## config.mk

```make
export PLATFORM = sky130hd
export DESIGN_NAME = comparador_bist
export DESIGN_NICKNAME = d
export VERILOG_FILES = /design/src/rtl/comparador_pkg.sv /design/src/rtl/bist_lfsr.sv /design/src/rtl/comparador_bist.sv
export SDC_FILE = /design/constraint.sdc
export NUM_CORES = 1
export LEC_CHECK = 0
export ABC_AREA = 1
export BUFFER_PORTS_ARGS = -buffer_cell sky130_fd_sc_hd__buf_2
export CORE_UTILIZATION = 57
export CTS_CLUSTER_DIAMETER = 50
export DETAILED_ROUTE_END_ITERATION = 6
export PLACE_DENSITY = 0.82
export SLEW_MARGIN = 10
export SYNTH_ARGS = -nofsm -noshare
export SYNTH_HDL_FRONTEND = slang
export SYNTH_SLANG_ARGS = --single-unit
export TNS_END_PERCENT = 10
```

## constraint.sdc

```tcl
create_clock -name clk -period 4.9 [get_ports clk]
set_input_delay 0.245 -clock clk [delete_from_list [all_inputs] [get_ports clk]]
set_output_delay 0.245 -clock clk [all_outputs]
set_load 0.1 [all_outputs]
```

## src/rtl/comparador_pkg.sv

```systemverilog
// Shared types and constants for the equality-comparator BIST.
package comparador_pkg;

  typedef enum logic [1:0] {
    IDLE,
    DRIVE,
    SAMPLE,
    DONE
  } bist_state_t;

  localparam logic [31:0] LFSR_TAPS    = 32'h80200003;
  localparam logic [31:0] DEFAULT_SEED = 32'hACE11234;

endpackage

```

## src/rtl/bist_lfsr.sv

```systemverilog
// Right-shifting Galois LFSR with synchronous reload to SEED.
module bist_lfsr #(
  parameter int unsigned      WIDTH = 32,
  parameter logic [WIDTH-1:0] SEED  = '1,
  parameter logic [WIDTH-1:0] TAPS  = '1
) (
  input  logic             clk,
  input  logic             rst_n,
  input  logic             load,
  input  logic             step,
  output logic [WIDTH-1:0] value
);

  always_ff @(posedge clk or negedge rst_n) begin
    if (!rst_n) begin
      value <= SEED;
    end else if (load) begin
      value <= SEED;
    end else if (step) begin
      value <= (value >> 1) ^ (value[0] ? TAPS : '0);
    end
  end

endmodule

```

## src/rtl/comparador_bist.sv

```systemverilog
// BIST driver/checker for the equality comparator: even vectors drive equal
// operands, odd vectors flip one bit, and each result is checked one cycle later.
module comparador_bist
  import comparador_pkg::*;
#(
  parameter int unsigned      WIDTH       = 32,
  parameter int unsigned      NUM_VECTORS = 16,
  parameter logic [WIDTH-1:0] SEED        = WIDTH'(DEFAULT_SEED)
) (
  input  logic                               clk,
  input  logic                               rst_n,
  input  logic                               start,
  output logic [WIDTH-1:0]                   cmp_a,
  output logic [WIDTH-1:0]                   cmp_b,
  input  logic                               cmp_s,
  output logic                               busy,
  output logic                               done,
  output logic                               pass,
  output logic [$clog2(NUM_VECTORS+1)-1:0]   err_count,
  output logic [$clog2(NUM_VECTORS)-1:0]     fail_index
);

  localparam int unsigned     EW       = $clog2(NUM_VECTORS + 1);
  localparam int unsigned     IW       = $clog2(NUM_VECTORS);
  localparam logic [IW-1:0]   LAST_IDX = IW'(NUM_VECTORS - 1);

  bist_state_t       state;
  logic [IW-1:0]     idx;
  logic [WIDTH-1:0]  lfsr_value;
  logic [WIDTH-1:0]  flip_mask;
  logic              accept;
  logic              mismatch;
  logic [EW-1:0]     err_next;

  bist_lfsr #(
    .WIDTH (WIDTH),
    .SEED  (SEED),
    .TAPS  (WIDTH'(LFSR_TAPS))
  ) u_lfsr (
    .clk   (clk),
    .rst_n (rst_n),
    .load  (accept),
    .step  (state == SAMPLE),
    .value (lfsr_value)
  );

  always_comb begin
    accept   = ((state == IDLE) || (state == DONE)) && start;
    // Even vectors expect equality, odd vectors expect a difference.
    mismatch = (cmp_s != ~idx[0]);
    err_next = err_count + EW'(mismatch);
    flip_mask = '0;
    for (int unsigned b = 0; b < WIDTH; b++) begin
      flip_mask[b] = ((32'(idx) % WIDTH) == b);
    end
  end

  always_ff @(posedge clk or negedge rst_n) begin
    if (!rst_n) begin
      state      <= IDLE;
      idx        <= '0;
      cmp_a      <= '0;
      cmp_b      <= '0;
      busy       <= 1'b0;
      done       <= 1'b0;
      pass       <= 1'b0;
      err_count  <= '0;
      fail_index <= '0;
    end else begin
      case (state)
        IDLE, DONE: begin
          if (start) begin
            state      <= DRIVE;
            busy       <= 1'b1;
            done       <= 1'b0;
            pass       <= 1'b0;
            err_count  <= '0;
            fail_index <= '0;
            idx        <= '0;
          end
        end
        DRIVE: begin
          cmp_a <= lfsr_value;
          cmp_b <= lfsr_value ^ (idx[0] ? flip_mask : '0);
          state <= SAMPLE;
        end
        SAMPLE: begin
          if (mismatch) begin
            err_count <= err_next;
            if (err_count == '0) begin
              fail_index <= idx;
            end
          end
          if (idx == LAST_IDX) begin
            state <= DONE;
            busy  <= 1'b0;
            done  <= 1'b1;
            pass  <= (err_next == '0);
          end else begin
            idx   <= idx + IW'(1);
            state <= DRIVE;
          end
        end
      endcase
    end
  end

endmodule
```

### Word level (Yosys, flattened, before mapping)

Cells that the tools add are included.

* add/sub/neg operators: 2
* equal/unequal tests: 24
* multiplexer cells: 24
* bitwise gates (word level): 3
* reduce and logical (&&, ||, !) cells: 13

Operator list (count)
* $mux W32: 3
* $eq A4 B4 Y1 const B: 8
* $logic_not A32 Y1: 1
* $xor A31 B32 Y32: 1
* $xor A32 B16 Y32: 1
* $eq A4 B3 Y1 const B: 4
* $mux W16: 1
* $mux W4: 4
* $pmux W4 S2: 2
* $logic_not A5 Y1: 2
* $mux W5: 2
* $ne A2 B2 Y1 const B: 5
* $pmux W5 S2: 1
* $reduce_and A3 Y1: 3
* $eq A4 B2 Y1 const B: 2
* $pmux W1 S2: 3
* $pmux W2 S3: 1
* $add A5 B1 Y5: 1
* $mux W1: 5
* $add A4 B1 Y4 const B: 1
* $eq A2 B2 Y1 const B: 2
* $eq A4 B1 Y1 const B: 1
* $mux W2: 2
* $reduce_and A4 Y1: 1
* other kinds (8): 9

* flip-flop bits (word level): 114
* bits of input ports: 4
* output and inout port bits: 76
* logic and storage cells: 76

### Depth between registers and ports, before layout

* depth in word-level cells: 6
* gate-level depth with buffers: 12
* mapped depth without buffers: 11

### By module

A second synthesis with hierarchy kept.

* cells, all modules: 533
* area total of the unflattened synthesis: 4510.6 µm²

By module, submodules not included
* comparador_bist: instances 1, cells an instance 396, area an instance 3188.1 µm², seq. area each 1651.6 µm²
* bist_lfsr: instances 1, cells an instance 137, area an instance 1322.5 µm², seq. area each 817.0 µm²

### Least setup slack after synthesis

OpenSTA, ideal clock, no wires.

* path type: register -> register
* start point: reg err_count[0]
* end point: reg pass
* library setup time: 68 ps
* arrival time: 1894 ps
* data required time: 4832 ps
* slack: 2939 ps
* cell stages (with the launch flop): 8
* buffers on the path: 0
* period minus slack after synthesis: 1961 ps
* cells stage by stage: dfrtp_1 > ha_1 > ha_1 > nor3_1 > nand2_1 > nor2_1 > nand2_1 > nand2_1

* word-level cells in the longest chain between the ends: 4

Ends and longest elaborated chain
* start: declaration: RTL line comparador_bist.sv:19 `output logic [$clog2(NUM_VECTORS+1)-1:0] err_count,`
* start signal: assignment: RTL line comparador_bist.sv:89 `err_count <= err_next;`
* $add A5 B1 Y5: RTL line comparador_bist.sv:51 `err_next = err_count + EW'(mismatch);`
* $logic_not A5 Y1: RTL line comparador_bist.sv:98 `pass <= (err_next == '0);`
* $mux W1: RTL line comparador_bist.sv:94 `if (idx == LAST_IDX) begin`
* $pmux W1 S2: RTL line comparador_bist.sv:70 `case (state)`
* end signal: assignment: RTL line comparador_bist.sv:98
* end: declaration: RTL line comparador_bist.sv:18 `output logic pass,`

Every way passes these cells. The select of a mux whose other input is x is not followed.
A chain may end at the register's enable or synchronous reset.

### Worst setup path after layout

* start point: reg state[1]
* end point: reg cmp_b[4]

* word-level cells in the longest chain between the ends: 1

Ends and longest elaborated chain
* start: declaration: RTL line comparador_bist.sv:27 `bist_state_t state;`
* start signal: assignment: RTL line comparador_bist.sv:60 `state <= IDLE;`
* start signal: assignment: RTL line comparador_bist.sv:73 `state <= DRIVE;`
* start signal: assignment: RTL line comparador_bist.sv:85 `state <= SAMPLE;`
* $eq A2 B1 Y1: RTL line comparador_bist.sv:70
* end signal: assignment: RTL line comparador_bist.sv:84 `cmp_b <= lfsr_value ^ (idx[0] ? flip_mask : '0);`
* end: declaration: RTL line comparador_bist.sv:14 `output logic [WIDTH-1:0] cmp_b,`

Every way passes these cells.

==> out/metrics.cfg <==
[run_status]
status = finished clean

[sta]
tightest_slew_ns = 1.06
rsz0062_at_grt = no
slew_headroom_pct = 28.9
min_period_ns = 2.51
maxSlewViolCount = 0
max_freq_ghz = 0.398
fin_skew_ns = 0.0105
setup_violations = 0
timing.setup.tns_ns = 0
finalCritPeriodShare_pct = 51.2
hold_viol = 0

[detailed_routing]
drtIter0Drc = 277
wirelength_um = 8930
wl_per_cell_um = 13.7
ant_nets = 0
via_count = 3411
via_per_inst = 5.24
drc = 0
drtPass1Iterations = 4

[yosys]
ys_types = 30
synth.cell_area_mm2 = 0.00443
synth_seq_cells = 98
ys_async_sr_fraction_pct = 100
synth-seq-area-share_pct = 55.7
synth-edff-count = 0
syn_nets = 503
synth_area_per_cell_um2 = 9.02
yosysWarnings = 0
synthFlopType = dfrtp_1
synth_cells = 491

[clock_network]
cts_htree_levels = 3
clk_latency_ns = 0.36
cts.sinks = 98
postCtsSetupBuffers = 0
clkTransAtPathRegs_ns = 0.09
cts_buffers = 9
cts_resized = 0
cts_tree = done
root_buffer = clkbuf_8
clockBufferDepth = 2

[cells_and_area]
area_growth_syn_to_layout_pct = 11.1
final_area_mm2 = 0.00492
final_common_cell = nand2_1
drive_above_1_share_pct = 22.6
num_antenna_cells = 0
final_cell_mix = nand2_1, dfrtp_1, buf_2
final_nets = 559
fillCellCount = 606

[global_route]
grt_pass1_vias = 3200
grt_max_degree = 75
overflow = 0
use_met1_pct = 32.9
met2_usage_pct = 37.2
grtUsageTotal_pct = 23.6
top_usage_layer = met2
grt_antenna_before_repair = 0
met3_usage_pct = 4.74
grt_pass1_wl_um = 15300

[place]
dpl_cell_area_mm2 = 0.00471
portBuffers = 79
place_congestion = 0.859
hpwl_um = 6080

[job]
drv_cap = 0

[die]
rows = 31
fp.dieW_um = 90.2
die-area_mm2 = 0.00813
pin_count = 80
dieHeight_um = 90.2
initial_core_util_pct = 60.1
coreArea_mm2 = 0.00737

[critical_path]
required_ns = 5.15
crit_path_start_kind = flop
reg2reg_depth = 7
critPathKind = flop to flop
cpPeakStageDelay_ns = 0.62
crit_path_frequent_cell = inv_1
worstPathArrival_ns = 2.76
cp_max_fo = 74
crit_path_top_delay_cell = inv_2
worstPathCellList = inv_1, ha_1, inv_2, nor2_1, nand2_1, o21ai_0, inv_1
end_kind = flop

[min_path]
worstHoldPathCells = 3
hold_path_class = input pin to flop

## kinds of logic (layout without fill, tap and decap cells)
kind of cell               Yosys count  in the layout  synth area share (%)
AOI/OAI and AO/OA                   90             90                  11.7
and+or+nand+nor                    188            188                  17.6
xor gates and xnor gates             7              7                  1.38
adders and majority gates            8              8                  2.26
DFF                                 98             98                  55.7
buffers and inverters              100            161                  11.3
## worst paths after layout
path	from	to	slack [ns]
max in group asynchronous	rst_n	idx[2]$_DFFE_PN0P_	3.42
worst max register to register	state[1]$_DFFE_PN0P_	cmp_b[4]$_DFFE_PN0N_	2.39
min in group asynchronous	rst_n	cmp_a[15]$_DFFE_PN0N_	0.34
worst min-delay path	start	state[0]$_DFFE_PN0P_	0.23
worst min register to register	cmp_a[3]$_DFFE_PN0N_	cmp_a[3]$_DFFE_PN0N_	0.47
worst max-delay path	state[1]$_DFFE_PN0P_	cmp_b[4]$_DFFE_PN0N_	2.39
## through the flow
step	std cells	setup slack (ns)	utilization (%)	hold slack [ns]
3_5_place_dp	634	2.44	63.9	0.201
3_3_place_gp	634	2.66	63.9	0.198
4_1_cts	651	2.41	66.8	0.213
6_report	651	2.39	66.8	0.232
5_1_grt	651	2.16	66.8	0.229
2_1_floorplan	491	2.94	-	-0.0506
## critical path: cells and delay by family, from the launching register on
family / cells / cell delay (ns)
AOI/OAI and AO/OA: 1 / 0.20
adders and majority gates: 1 / 0.60
buffers and inverters: 3 / 0.77
DFF: 1 / 0.40
and+or+nand+nor: 2 / 0.43
## sequential cells by signal, summed over array words and instances, names as in the netlist
register and count:
busy 1, pass 1, u_lfsr.value 32, state 2, fail_index 4, cmp_a 32, idx 4, err_count 5
cmp_b 16, done 1
## layout make-up
class                      instances  area (um^2)  share of cell area [%]
multi-input combinational        293         1460                    29.7
inverter                          64          250                    5.08
clock buffer                      12          155                    3.15
tap                               99          124                    2.52
sequential                        98         2470                    50.1
clock inverter                     4         50.0                    1.02
timing repair buffer              81          415                    8.44
## metal layers
layer  share of wire [%]  routed length, um
met5                   0                  0
met4                 1.7                152
met3                 5.0                445
met2                  48               4310
met1                  45               4020
## what timing repair did
item / in CTS / in global routing
hold buffers: 1 / 0
hold endpoints to repair: 28 / 0
endpoints found under the setup margin: 0 / 0
## cells in the mapped netlist (2+ instances only)
library cell / number / area share [%]
a22oi_1: 11 / 1.9
buf_2: 9 / 1.0
buf_4: 18 / 3.0
buf_6: 5 / 1.3
clkbuf_1: 4 / 0.34
dfrtp_1: 85 / 48
dfstp_2: 13 / 7.7
ha_1: 8 / 2.3
inv_1: 58 / 4.9
inv_2: 3 / 0.25
inv_4: 2 / 0.28
nand2_1: 135 / 11
nand2_2: 2 / 0.28
nand2_4: 2 / 0.51
nand3_1: 20 / 2.3
nand4_1: 3 / 0.42
nor2_1: 20 / 1.7
nor2_4: 2 / 0.51
nor3_1: 3 / 0.34
o21ai_0: 48 / 5.4
o21ai_1: 9 / 1.0
o22ai_1: 18 / 2.5
xnor2_1: 2 / 0.40
xor2_1: 5 / 0.99
Power is not shown: default switching activity piles up to over one toggle a cycle in this logic, so the estimate is an artifact.
